File: config.mk
export PLATFORM = sky130hd
export DESIGN_NAME = btn_cond_ena_gen
export DESIGN_NICKNAME = d
export VERILOG_FILES = /design/src/rtl/btn_cond_ena_gen_pkg.sv /design/src/rtl/btn_cond_ena_gen_btn_chan.sv /design/src/rtl/btn_cond_ena_gen.sv
export SDC_FILE = /design/constraint.sdc
export NUM_CORES = 1
export LEC_CHECK = 0
export ABC_AREA = 1
export CORE_MARGIN = 8
export CORE_UTILIZATION = 40
export CTS_BUF_LIST = sky130_fd_sc_hd__clkbuf_4
export DETAILED_ROUTE_END_ITERATION = 16
export GPL_TIMING_DRIVEN = 0
export PLACE_DENSITY_LB_ADDON = 0.2
export SETUP_SLACK_MARGIN = 0.5
export SYNTH_ARGS = -nofsm -noshare
export SYNTH_HDL_FRONTEND = slang
export SYNTH_SLANG_ARGS = --single-unit
export TNS_END_PERCENT = 5
File: constraint.sdc
create_clock -name ckht -period 4.5 [get_ports ckht]
set_clock_uncertainty 0.1 [all_clocks]
set_input_delay 1.35 -clock ckht [delete_from_list [all_inputs] [get_ports ckht]]
set_output_delay 1.35 -clock ckht [all_outputs]
set_load 0.02 [all_outputs]
File: src/rtl/btn_cond_ena_gen_pkg.sv
// Shared constants, FSM state type and counter-width helper for the
// button conditioning / enable generation front end.
package btn_cond_ena_gen_pkg;

  // System clock frequency the default timing constants are derived from
  localparam int unsigned CLK_HZ = 50_000_000;

  // Button bit positions
  localparam int BTN_MOD = 0;
  localparam int BTN_UP  = 1;
  localparam int BTN_DW  = 2;
  localparam int BTN_PS  = 3;

  // Default timing constants (cycles of ckht)
  localparam int          N_BTN_DEF       = 4;
  localparam int unsigned DB_CYC_DEF      = 1_000_000;   // 20 ms
  localparam int unsigned ENA_DIV_DEF     = 25_000_000;  // 2 Hz
  localparam int unsigned SCAN_DIV_DEF    = 50_000;      // 1 kHz
  localparam int unsigned REP_DLY_CYC_DEF = 25_000_000;  // 500 ms
  localparam int unsigned REP_CYC_DEF     = 10_000_000;  // 200 ms
  localparam logic [3:0]  REP_EN_DEF      = 4'b0110;     // up and down repeat

  // Per-button auto-repeat state
  typedef enum logic [1:0] {
    ST_IDLE = 2'd0,
    ST_HOLD = 2'd1,
    ST_RPT  = 2'd2
  } rep_state_t;

  // Width of a counter that must reach n-1; never narrower than one bit
  function automatic int cnt_w(input int unsigned n);
    return (n > 2) ? $clog2(n) : 1;
  endfunction

endpackage

File: src/rtl/btn_cond_ena_gen_btn_chan.sv
// One button channel: 2-flop synchroniser, debounce filter, press edge
// pulse and optional auto-repeat FSM. Output pulse o_cdb is registered.
module btn_chan
  import btn_cond_ena_gen_pkg::*;
#(
  parameter int unsigned DB_CYC      = DB_CYC_DEF,
  parameter int unsigned REP_DLY_CYC = REP_DLY_CYC_DEF,
  parameter int unsigned REP_CYC     = REP_CYC_DEF,
  parameter bit          REP_ON      = 1'b0
) (
  input  logic i_ckht,
  input  logic i_rst,
  input  logic i_btn_raw,
  output logic o_btn_lvl,
  output logic o_cdb
);

  localparam int DB_W  = cnt_w(DB_CYC);
  localparam int REP_W = cnt_w((REP_DLY_CYC > REP_CYC) ? REP_DLY_CYC : REP_CYC);

  localparam logic [DB_W-1:0]  DB_TERM  = DB_W'(DB_CYC - 1);
  localparam logic [REP_W-1:0] DLY_TERM = REP_W'(REP_DLY_CYC - 1);
  localparam logic [REP_W-1:0] RPT_TERM = REP_W'(REP_CYC - 1);

  logic             r_sync0;
  logic             r_sync1;
  logic [DB_W-1:0]  r_db_cnt;
  logic             r_lvl;
  logic             r_lvl_d;
  logic             r_cdb;
  logic [REP_W-1:0] r_rep_cnt;
  rep_state_t       r_state;
  logic             w_rise;

  // Bring the asynchronous raw input into the ckht domain
  always_ff @(posedge i_ckht or negedge i_rst) begin
    if (!i_rst) begin
      r_sync0 <= 1'b0;
      r_sync1 <= 1'b0;
    end else begin
      r_sync0 <= i_btn_raw;
      r_sync1 <= r_sync0;
    end
  end

  // Accept a new level only after DB_CYC consecutive differing samples
  always_ff @(posedge i_ckht or negedge i_rst) begin
    if (!i_rst) begin
      r_db_cnt <= '0;
      r_lvl    <= 1'b0;
    end else if (r_sync1 == r_lvl) begin
      r_db_cnt <= '0;
    end else if (r_db_cnt == DB_TERM) begin
      r_lvl    <= r_sync1;
      r_db_cnt <= '0;
    end else begin
      r_db_cnt <= r_db_cnt + DB_W'(1);
    end
  end

  assign w_rise = r_lvl & ~r_lvl_d;

  // Press pulse plus repeat FSM; a released button always wins over a
  // terminal count landing in the same cycle
  always_ff @(posedge i_ckht or negedge i_rst) begin
    if (!i_rst) begin
      r_lvl_d   <= 1'b0;
      r_cdb     <= 1'b0;
      r_rep_cnt <= '0;
      r_state   <= ST_IDLE;
    end else begin
      r_lvl_d <= r_lvl;
      r_cdb   <= 1'b0;
      if (!r_lvl) begin
        r_state   <= ST_IDLE;
        r_rep_cnt <= '0;
      end else begin
        case (r_state)
          ST_IDLE: begin
            if (w_rise) begin
              r_cdb     <= 1'b1;
              r_rep_cnt <= '0;
              if (REP_ON) begin
                r_state <= ST_HOLD;
              end
            end
          end
          ST_HOLD: begin
            if (r_rep_cnt == DLY_TERM) begin
              r_cdb     <= 1'b1;
              r_rep_cnt <= '0;
              r_state   <= ST_RPT;
            end else begin
              r_rep_cnt <= r_rep_cnt + REP_W'(1);
            end
          end
          ST_RPT: begin
            if (r_rep_cnt == RPT_TERM) begin
              r_cdb     <= 1'b1;
              r_rep_cnt <= '0;
            end else begin
              r_rep_cnt <= r_rep_cnt + REP_W'(1);
            end
          end
          default: begin
            r_state   <= ST_IDLE;
            r_rep_cnt <= '0;
          end
        endcase
      end
    end
  end

  assign o_btn_lvl = r_lvl;
  assign o_cdb     = r_cdb;

endmodule

File: src/rtl/btn_cond_ena_gen.sv
// Button conditioning front end: per-button debounce / press pulse /
// auto-repeat channels plus the free-running ena2hz and scan strobes.
module btn_cond_ena_gen
  import btn_cond_ena_gen_pkg::*;
#(
  parameter int               N_BTN       = N_BTN_DEF,
  parameter int unsigned      DB_CYC      = DB_CYC_DEF,
  parameter int unsigned      ENA_DIV     = ENA_DIV_DEF,
  parameter int unsigned      SCAN_DIV    = SCAN_DIV_DEF,
  parameter int unsigned      REP_DLY_CYC = REP_DLY_CYC_DEF,
  parameter int unsigned      REP_CYC     = REP_CYC_DEF,
  parameter logic [N_BTN-1:0] REP_EN      = N_BTN'(REP_EN_DEF)
) (
  input  logic             ckht,
  input  logic             rst,
  input  logic [N_BTN-1:0] btn_raw,
  output logic [N_BTN-1:0] btn_lvl,
  output logic [N_BTN-1:0] cdb,
  output logic             ena2hz,
  output logic             ena_scan
);

  localparam int ENA_W  = cnt_w(ENA_DIV);
  localparam int SCAN_W = cnt_w(SCAN_DIV);

  localparam logic [ENA_W-1:0]  ENA_TERM  = ENA_W'(ENA_DIV - 1);
  localparam logic [SCAN_W-1:0] SCAN_TERM = SCAN_W'(SCAN_DIV - 1);

  logic [ENA_W-1:0]  r_ena_cnt;
  logic [SCAN_W-1:0] r_scan_cnt;
  logic              r_ena2hz;
  logic              r_ena_scan;

  // Independent channel per button; no arbitration between them
  genvar gi;
  generate
    for (gi = 0; gi < N_BTN; gi++) begin : g_chan
      btn_chan #(
        .DB_CYC      (DB_CYC),
        .REP_DLY_CYC (REP_DLY_CYC),
        .REP_CYC     (REP_CYC),
        .REP_ON      (REP_EN[gi])
      ) u_chan (
        .i_ckht    (ckht),
        .i_rst     (rst),
        .i_btn_raw (btn_raw[gi]),
        .o_btn_lvl (btn_lvl[gi]),
        .o_cdb     (cdb[gi])
      );
    end
  endgenerate

  // ena2hz divider: registered strobe on the terminal count, first one
  // ENA_DIV cycles after reset release
  always_ff @(posedge ckht or negedge rst) begin
    if (!rst) begin
      r_ena_cnt <= '0;
      r_ena2hz  <= 1'b0;
    end else begin
      r_ena2hz <= (r_ena_cnt == ENA_TERM);
      if (r_ena_cnt == ENA_TERM) begin
        r_ena_cnt <= '0;
      end else begin
        r_ena_cnt <= r_ena_cnt + ENA_W'(1);
      end
    end
  end

  // Display-scan divider, same structure with its own period
  always_ff @(posedge ckht or negedge rst) begin
    if (!rst) begin
      r_scan_cnt <= '0;
      r_ena_scan <= 1'b0;
    end else begin
      r_ena_scan <= (r_scan_cnt == SCAN_TERM);
      if (r_scan_cnt == SCAN_TERM) begin
        r_scan_cnt <= '0;
      end else begin
        r_scan_cnt <= r_scan_cnt + SCAN_W'(1);
      end
    end
  end

  assign ena2hz   = r_ena2hz;
  assign ena_scan = r_ena_scan;

endmodule
==> impl_metrics.env, run 1 <==
export IMPL_fp_dieH_um=182
export IMPL_routed_wl_mm=23.1
export IMPL_drtIter0Drc=623
export IMPL_synthMuxAreaShare_pct=0.205
export IMPL_clkLatencyLatePin_ns=0.59
export IMPL_areaGrowthSynthToFinish_pct=8.52
export IMPL_avgSynthCellArea_um2=7.76
export IMPL_yosys_area_share_simple_pct=31.9
export IMPL_synthXorXnorAreaFrac_pct=5.66
export IMPL_cts_sinks=197
export IMPL_outcome="finished clean"
export IMPL_yosysUniqueCellTypes=47
export IMPL_avgViaCountPerCell=4.95
export IMPL_final_common_cell="nand2_1"
export IMPL_ys_ff_latch=197
export IMPL_hold_path_class="flip-flop to flip-flop"
export IMPL_drive_above_1_share_pct=8.12
export IMPL_crit_fanout=5
export IMPL_cts_buffers=17
export IMPL_critical_path_max_stage_delay_ns=0.59
export IMPL_ios=16
export IMPL_postCtsSetupBuffers=0
export IMPL_fin_crit_sh_pct=71.4
export IMPL_syn_inst=1417
export IMPL_grt_pass1_wl_mm=41.3
export IMPL_crit_cells=2
export IMPL_finalMaxSlewViolations=0
export IMPL_grt_busiest_layer="met2"
export IMPL_seq_area_frac_synth_pct=44.9
export IMPL_grt_max_degree=79
export IMPL_overflow=0
export IMPL_drc=0
export IMPL_cts_resized=0
export IMPL_core_area_um2=27000
export IMPL_crit_path_end_kind="primary output"
export IMPL_cts_hold_buf=0
export IMPL_worst_pin_slew_ns=0.752
export IMPL_first_pass_iters=5
export IMPL_use_met3_pct=2.61
export IMPL_path_buf_inv=2
export IMPL_syn_num_nets=1441
export IMPL_rows=60
export IMPL_final_area_um2=11900
export IMPL_met1_usage_pct=20.3
export IMPL_p_leak_uw=0.00521
export IMPL_critPathRequiredTime_ns=3.05
export IMPL_start_util_pct=40.8
export IMPL_pwr_density_cell_nw_per_um2=241
export IMPL_whs_path_depth=0
export IMPL_max_slew_margin_pct=49.5
export IMPL_fin_crit_ns=3.21
export IMPL_htree_num_levels=4
export IMPL_dieArea_um2=33000
export IMPL_fin_setup_tns_ns=0
export IMPL_fmax_ghz=0.311
export IMPL_dp_hpwl_mm=17.0
export IMPL_synth_top_family_by_area="simple AND/OR/NAND/NOR gates"
export IMPL_antenna_found_initial=1
export IMPL_synth_compound_area_share_pct=6.58
export IMPL_die_w_um=182
export IMPL_port_buffers=15
export IMPL_nets=1477
export IMPL_setup_violations=0
export IMPL_most_common_layout_cells="nand2_1, inv_1, nor2_1, dfrtp_1, nand3_1"
export IMPL_placed_cell_area_um2=11600
export IMPL_groute_usage_overall_pct=14.7
export IMPL_path_clk_slew_ns=0.18
export IMPL_crit_arrival_ns=1.76
export IMPL_antenna_left=0
export IMPL_wl_per_cell_um=12.8
export IMPL_crit_slowest_cell="clkdlybuf4s50_1"
export IMPL_cts_tree="done"
export IMPL_worstPathCellList="buf_4, clkdlybuf4s50_1"
export IMPL_vdd_ir_drop_max_uv=194
export IMPL_final_hold_violation_count=0
export IMPL_crit_type="flip-flop to primary output"
export IMPL_power_uw=2870
export IMPL_synth_fa_ha_area_share_pct=2.05
export IMPL_grtUsageMet2_pct=23.5
export IMPL_via_count=8956
export IMPL_syn_area_um2=11000
export IMPL_gp_congestion=0.907
export IMPL_place_inst=1775
export IMPL_rsz0062_at_grt="no"
export IMPL_crit_family="buffers and inverters"
export IMPL_grt_pass1_vias=8778
export IMPL_clockBufferDepth=2
export IMPL_rr_worst_depth=6
export IMPL_cp_start_kind="flip-flop"
export IMPL_synth_warnings=0
export IMPL_maxCapViolations=0
export IMPL_final_cell_count_no_fill=1808
export IMPL_clockRootBuffer="clkbuf_4"
worst register-to-register path: stages (launching register included):
cell,delay [ns]
dfrtp_1,0.43
inv_1,0.10
ha_1,0.23
nand3_1,0.22
buf_2,0.30
clkbuf_1,0.42
a21oi_1,0.13
routing by layer:
metal,vias up,wire [um]
met4,0,306
met1,4171,11800
met3,25,639
met5,-,0
li1,4634,-
met2,126,10300
state kept, by name (all words and copies together) (netlist names), 4 cells and up:
register                 cells
g_chan.u_chan.r_db_cnt      80
g_chan.u_chan.r_rep_cnt     50
r_ena_cnt                   25
r_scan_cnt                  16
g_chan.u_chan.o_btn_lvl      4
g_chan.u_chan.o_cdb          4
g_chan.u_chan.r_lvl_d        4
g_chan.u_chan.r_sync0        4
g_chan.u_chan.r_sync1        4
g_chan.u_chan.r_state        4
cell families after synthesis:
kind of cell,count (synthesis)
compound gates,134
xor+xnor,71
fa+ha+maj,18
buf+inv,240
flops,197
mux,2
simple gates,755
final timing paths:
check                                            start                       endpoint  slack [ns]
hold / removal                g_chan[1].u_chan.r_sync0       g_chan[1].u_chan.r_sync1        0.27
setup reg to reg           g_chan[2].u_chan.r_state[0]  g_chan[2].u_chan.r_rep_cnt[7]        2.44
setup / recovery            g_chan[3].u_chan.o_btn_lvl                     btn_lvl[3]        1.29
hold reg to reg               g_chan[1].u_chan.r_sync0       g_chan[1].u_chan.r_sync1        0.27
min in group asynchronous                          rst   g_chan[0].u_chan.r_db_cnt[2]        0.54
max in group asynchronous                          rst  g_chan[1].u_chan.r_db_cnt[15]        2.69
layout make-up:
class / instances / area, um2
diodes: 1 / 2.50
inverters: 217 / 815
flip-flops and latches: 197 / 4930
repair buffers: 17 / 210
fillers: 2672 / 15000
clock inverters: 15 / 169
clock buffers: 17 / 128
plain buffers: 23 / 148
well taps: 341 / 427
multi-input cells: 980 / 5100
Yosys cell counts (all sizes together):
library cell	number	area (um2)
nand2	284	1120
nor2	222	921
inv	217	815
dfrtp	197	4930
nand3	93	490
nor3	72	400
a21oi	70	358
xor2	61	534
nand4	54	350
o21ai	43	219
buf	18	129
ha	18	225
nor4	15	106
xnor2	10	87.6
a31oi	9	56.3
nor3b	8	70.1
clkbuf	5	18.8
or2	5	31.3
a211oi	2	15.0
a21boi	2	15.0
mux2	2	22.5
o21bai	2	15.0
a21o	1	8.76
a22oi	1	7.51
nand3b	1	7.51
nor4b	1	8.76
o211ai	1	7.51
o21a	1	7.51
o22ai	1	6.26
o31ai	1	7.51
report_power, final:
group	leakage, uW	internal, uW	switching (uW)
registers	0.00270	1780	8.17
logic	0.00236	21.6	58.8
clock network	0.000152	344	653
stage by stage:
stage / utilization (%) / hold slack, ns / setup slack, ns
finish: 44.3 / 0.268 / 1.29
global route: 44.3 / 0.292 / 1.13
CTS: 44.2 / 0.273 / 1.19
detailed placement: 43.1 / 0.236 / 1.92
global placement: 42.9 / 0.236 / -6.69
floorplan: - / 0.231 / 2.49
No activity file was read; power rests on OpenSTA's default activity.
==> inputs of run 2 (changes only) <==
==> constraint.sdc (replaced) <==
create_clock -name ckht -period 2.6 [get_ports ckht]
set_clock_uncertainty 0.1 [all_clocks]
set_input_delay 0.78 -clock ckht [delete_from_list [all_inputs] [get_ports ckht]]
set_output_delay 0.78 -clock ckht [all_outputs]
set_load 0.02 [all_outputs]
==> run 2 against run 1 <==
Compared with the run above:
- core utilization grew 0.15 points
- via count grew 0.16%
- non-clock buffer count grew 5
- combinational power grew 75%
- clock-buffer cell count is the same
- design area grew 0.35%
- critical path type unchanged
- highest routed layer unchanged
==> impl_metrics.env, run 2 (synthesis gave the netlist of run 1 again) <==
export IMPL_outcome="finished clean"
export IMPL_antenna_left=0
export IMPL_grt_pass1_wl_mm=41.4
export IMPL_groute_usage_overall_pct=14.8
export IMPL_drive_above_1_share_pct=8.91
export IMPL_rsz0062_at_grt="yes"
export IMPL_whs_endpoint="g_chan[1].u_chan.r_sync1"
export IMPL_start_util_pct=40.8
export IMPL_die_w_um=182
export IMPL_top_register="g_chan.u_chan.r_db_cnt"
export IMPL_gp_congestion=0.907
export IMPL_timing_rr_end="g_chan[2].u_chan.r_rep_cnt[7]"
export IMPL_post_place_ws_ns=0.550
export IMPL_worstPathCellList="buf_4, buf_6"
export IMPL_crit_slowest_cell="dfrtp_1"
export IMPL_dieArea_um2=33000
export IMPL_fp_dieH_um=182
export IMPL_fmax_ghz=0.468
export IMPL_rr_worst_depth=6
export IMPL_hold_slack_ns=0.268
export IMPL_cp_start_kind="flip-flop"
export IMPL_hold_start="g_chan[1].u_chan.r_sync0"
export IMPL_crit_arrival_ns=1.25
export IMPL_port_buffers=15
export IMPL_pwr_density_cell_nw_per_um2=415
export IMPL_crit_type="flip-flop to primary output"
export IMPL_path_clk_slew_ns=0.17
export IMPL_most_common_layout_cells="nand2_1, inv_1, nor2_1, dfrtp_1, nand3_1"
export IMPL_critical_path_max_stage_delay_ns=0.41
export IMPL_p_int_uw=3720
export IMPL_htree_num_levels=4
export IMPL_whs_path_depth=0
export IMPL_areaGrowthSynthToFinish_pct=8.89
export IMPL_critPathRequiredTime_ns=1.72
export IMPL_postLayoutCoreUtil_pct=44.4
export IMPL_p_leak_uw=0.00526
export IMPL_timing_rr_start="g_chan[2].u_chan.r_state[0]"
export IMPL_clockBufferDepth=2
export IMPL_hold_path_class="flip-flop to flip-flop"
export IMPL_fin_setup_tns_ns=0
export IMPL_wl_per_cell_um=12.8
export IMPL_clkLatencyLatePin_ns=0.60
export IMPL_dp_hpwl_mm=17.0
export IMPL_p_sw_uw=1250
export IMPL_top_regs="g_chan.u_chan.r_db_cnt x80, g_chan.u_chan.r_rep_cnt x50, r_ena_cnt x25"
export IMPL_clkPwrFrac_pct=34.7
export IMPL_clockRootBuffer="clkbuf_4"
export IMPL_fillers=2669
export IMPL_setup_violations=0
export IMPL_maxCapViolations=0
export IMPL_final_hold_violation_count=0
export IMPL_nets=1482
export IMPL_power_frac_comb_pct=2.8
export IMPL_antenna_found_initial=1
export IMPL_r2r_slack_ns=0.55
export IMPL_overflow=0
export IMPL_grt_pass1_vias=8806
export IMPL_max_slew_margin_pct=49.1
export IMPL_cts_buffers=17
export IMPL_via_count=8970
export IMPL_fin_crit_sh_pct=82.1
export IMPL_first_pass_iters=5
export IMPL_fin_crit_ns=2.13
export IMPL_crit_fanout=2
export IMPL_core_area_um2=27000
export IMPL_cts_sinks=197
export IMPL_worst_pin_slew_ns=0.757
export IMPL_cts_tree="done"
export IMPL_crit_path_end_kind="primary output"
export IMPL_grt_max_degree=79
export IMPL_drtIter0Drc=598
export IMPL_routed_wl_mm=23.2
export IMPL_rows=60
export IMPL_p_sw_share_pct=25.1
export IMPL_largest_reg_flops=80
export IMPL_finalMaxSlewViolations=0
export IMPL_setup_ws_ns=0.465
export IMPL_vdd_ir_drop_max_uv=336
export IMPL_drc=0
export IMPL_ios=16
export IMPL_avgViaCountPerCell=4.95
export IMPL_power_share_sequential_pct=62.4
export IMPL_final_common_cell="nand2_1"
-- run 2: cell count changes in the layout (fill, tap and decap cells not counted), sizes merged --
cell / previous run / this run
buf: 21 / 33
clkdlybuf4s15: 0 / 2
clkdlybuf4s50: 14 / 4
dlygate4sd3: 0 / 1
-- run 2: metal layers --
metal | GRT usage (%) | routed length, um
met1 | 20.3 | 11800
met2 | 23.6 | 10400
met3 | 2.61 | 682
met4 | 4.10 | 310
met5 | 0 | 0
-- run 2: power groups by stage --
stage	sequential, uW	combinational [uW]	clock [uW]
3_5_place_dp	3160	148	0
6_report	3100	141	1730
2_1_floorplan	3160	49.2	0
4_1_cts	3100	150	1830
3_3_place_gp	3160	135	0
5_1_grt	3110	169	1940
-- run 2: cell type report --
type                       count  area, um2  share of cell area [%]
clock inverter                15        169                    1.41
inverter                     217        815                    6.81
tap                          341        427                    3.57
sequential                   197       4930                    41.2
antenna                        1       2.50                  0.0209
multi-input combinational    980       5100                    42.6
buffer                        23        151                    1.27
clock buffer                  17        128                    1.07
timing repair buffer          22        248                    2.07
-- run 2: what timing repair did --
| item | CTS | global route |
|---|---|---|
| hold buffers | 1 | 0 |
| buffers inserted | 4 | 0 |
| gates resized for setup | 48 | 1 |
| setup endpoints to repair | 10 | 54 |
| endpoints found under the hold margin | 48 | 0 |
-- run 2: critical path, delay by kind of cell, from the launching register on --
| family | cells | cell delay (ns) |
|---|---|---|
| buf+inv | 2 | 0.25 |
| flops | 1 | 0.41 |
-- run 2: worst max-delay path by stage --
stage	cells past startpoint	end	from
after floorplan	6	g_chan[1].u_chan.r_rep_cnt[10]	g_chan[1].u_chan.r_state[0]
final	2	btn_lvl[2]	g_chan[2].u_chan.o_btn_lvl
after global routing	2	btn_lvl[3]	g_chan[3].u_chan.o_btn_lvl
after CTS	2	btn_lvl[3]	g_chan[3].u_chan.o_btn_lvl
after detailed placement	6	g_chan[2].u_chan.r_rep_cnt[18]	g_chan[2].u_chan.r_state[1]
after global placement	1	r_ena_cnt[12]	rst
-- run 2: metrics by stage --
step                instance area, um2  power [uW]  instances
global route                     12000        5210       1813
finish                           12000        4970       1813
global placement                 11600        3300       1773
detailed placement               11600        3310       1775
CTS                              12000        5080       1812
floorplan                        11000        3200       1417
==> inputs of run 3 (changes only) <==
==> constraint.sdc (replaced) <==
create_clock -name ckht -period 2.15 [get_ports ckht]
set_clock_uncertainty 0.1 [all_clocks]
set_input_delay 0.645 -clock ckht [delete_from_list [all_inputs] [get_ports ckht]]
set_output_delay 0.645 -clock ckht [all_outputs]
set_load 0.02 [all_outputs]
==> run 3 against run 2 <==
Compared with the run above:
- the flow now finishes with violations (hold timing)
- combinational power up 20%
- register-to-register slack worse by 0.36 ns
- global-route usage unchanged
- largest power group unchanged
==> impl_metrics.env, run 3 (synthesis gave the netlist of run 1 again) <==
export IMPL_fp_dieH_um=182
export IMPL_finalMaxSlewViolations=0
export IMPL_groute_usage_overall_pct=14.8
export IMPL_routed_wl_mm=23.6
export IMPL_crit_top_cell="buf_6"
export IMPL_cts_sinks=197
export IMPL_drc=0
export IMPL_rsz0062_at_grt="yes"
export IMPL_timing_rr_start="r_ena_cnt[0]"
export IMPL_violations="hold timing"
export IMPL_critical_path_max_stage_delay_ns=0.43
export IMPL_clockBufferDepth=2
export IMPL_drtIter0Drc=644
export IMPL_worst_pin_slew_ns=0.756
export IMPL_pwr_density_cell_nw_per_um2=489
export IMPL_place_inst=1775
export IMPL_crit_arrival_ns=1.25
export IMPL_antenna_left=0
export IMPL_wl_per_cell_um=12.9
export IMPL_path_clk_slew_ns=0.19
export IMPL_max_slew_margin_pct=49.2
export IMPL_vdd_ir_drop_max_uv=406
export IMPL_p_leak_uw=0.00540
export IMPL_crit_family="flip-flops"
export IMPL_core_area_um2=27000
export IMPL_drive_above_1_share_pct=12.2
export IMPL_cp_start_kind="flip-flop"
export IMPL_overflow=0
export IMPL_crit_path_end_kind="primary output"
export IMPL_grt_max_degree=79
export IMPL_r2r_slack_ns=0.19
export IMPL_clkLatencyLatePin_ns=0.60
export IMPL_cts_buffers=17
export IMPL_first_pass_iters=5
export IMPL_gp_congestion=0.907
export IMPL_top_register="g_chan.u_chan.r_db_cnt"
export IMPL_avgViaCountPerCell=4.98
export IMPL_htree_num_levels=4
export IMPL_areaGrowthSynthToFinish_pct=11.8
export IMPL_fin_crit_ns=2.00
export IMPL_fin_crit_sh_pct=92.9
export IMPL_setup_violations=0
export IMPL_dp_hpwl_mm=17.0
export IMPL_final_hold_violation_count=48
export IMPL_final_common_cell="nand2_1"
export IMPL_antenna_found_initial=1
export IMPL_nets=1497
export IMPL_rows=60
export IMPL_path_buf_inv=2
export IMPL_port_buffers=15
export IMPL_maxCapViolations=0
export IMPL_use_met3_pct=2.61
export IMPL_ios=16
export IMPL_top_regs="g_chan.u_chan.r_db_cnt x80, g_chan.u_chan.r_rep_cnt x50, r_ena_cnt x25"
export IMPL_worstPathCellList="buf_6, buf_6"
export IMPL_outcome="finished, violations left"
export IMPL_fmax_ghz=0.501
export IMPL_grt_pass1_vias=8805
export IMPL_clockRootBuffer="clkbuf_4"
export IMPL_cts_tree="done"
export IMPL_critPathRequiredTime_ns=1.40
export IMPL_die_w_um=182
export IMPL_final_cell_count_no_fill=1828
export IMPL_via_count=9107
export IMPL_crit_start="g_chan[3].u_chan.o_btn_lvl"
export IMPL_most_common_layout_cells="nand2_1, inv_1, nor2_1, dfrtp_1, nand3_1"
export IMPL_met1_usage_pct=20.3
export IMPL_crit_fanout=2
export IMPL_hold_path_class="input pin to async pin"
export IMPL_hold_slack_ns=-0.170
export IMPL_dieArea_um2=33000
export IMPL_crit_slowest_cell="dfrtp_1"
export IMPL_grt_busiest_layer="met2"
export IMPL_grtUsageMet2_pct=23.6
export IMPL_grt_pass1_wl_mm=41.4
export IMPL_fin_setup_tns_ns=0
export IMPL_largest_reg_flops=80
export IMPL_crit_type="flip-flop to primary output"
export IMPL_start_util_pct=40.8
-- run 3: changes by cell type in the layout (fill, tap and decap cells not counted), moves of 5 or more --
cell and change:
a21oi_2 +5, buf_6 +6, nand2_1 -6, buf_4 +9, a21oi_1 -6, inv_1 -5, nand2_4 +6, nor2_1 -5
-- run 3: worst register-to-register path, stage by stage, from the launching register on --
cell and delay, ns:
dfrtp_1 0.41, ha_1 0.21, nand3_2 0.13, nor2_1 0.18, inv_1 0.07, nor2_1 0.23, nand3_1 0.27, inv_1 0.21
nor2_1 0.06
-- run 3: path summary, 6_finish.rpt --
check | endpoint | cells after the start
max | btn_lvl[3] | 2
min | g_chan[1].u_chan.r_rep_cnt[12] | 1
max reg2reg | r_ena_cnt[3] | 8
min reg2reg | g_chan[1].u_chan.r_sync1 | 0
max in group asynchronous | g_chan[1].u_chan.r_db_cnt[15] | 3
min in group ckht | g_chan[1].u_chan.r_sync1 | 0
-- run 3: where the power goes --
part	internal, uW	switching [uW]	total (uW)
clock	720	1370	2090
sequential	3730	17.1	3750
combinational	45.5	124	169
-- run 3: timing repair --
action / 4_1_cts / 5_1_grt
pin swaps: 0 / 15
cloned: 0 / 1
setup endpoints to repair: 148 / 171
buffers inserted: 4 / 15
gates resized for setup: 58 / 52
hold endpoints to repair: 48 / 48
-- run 3: final cells by class --
cell class                 count  area, um2
clock inverter                15        169
sequential                   197       4930
buffer                        23        184
timing repair buffer          37        382
fill                        2639      14700
inverter                     217        817
tap                          341        427
clock buffer                  17        128
antenna                        1       2.50
multi-input combinational    980       5250
-- run 3: stage by stage --
| stage | cell area [um2] | util, % | setup slack, ns | power, uW | hold WS, ns |
|---|---|---|---|---|---|
| floorplan | 11000 | - | 0.506 | 3880 | 0.231 |
| global placement | 11600 | 42.9 | -8.33 | 3990 | 0.236 |
| detailed placement | 11600 | 43.1 | 0.0995 | 4000 | 0.236 |
| CTS | 12000 | 44.5 | 0.0702 | 6140 | -0.215 |
| global route | 12300 | 45.6 | 0.0331 | 6300 | -0.209 |
| finish | 12300 | 45.6 | 0.152 | 6010 | -0.170 |
-- run 3: layer usage --
metal | up-vias | wire length, um
li1 | 4673 | -
met1 | 4259 | 11900
met2 | 149 | 10600
met3 | 26 | 725
met4 | 0 | 376
met5 | - | 0
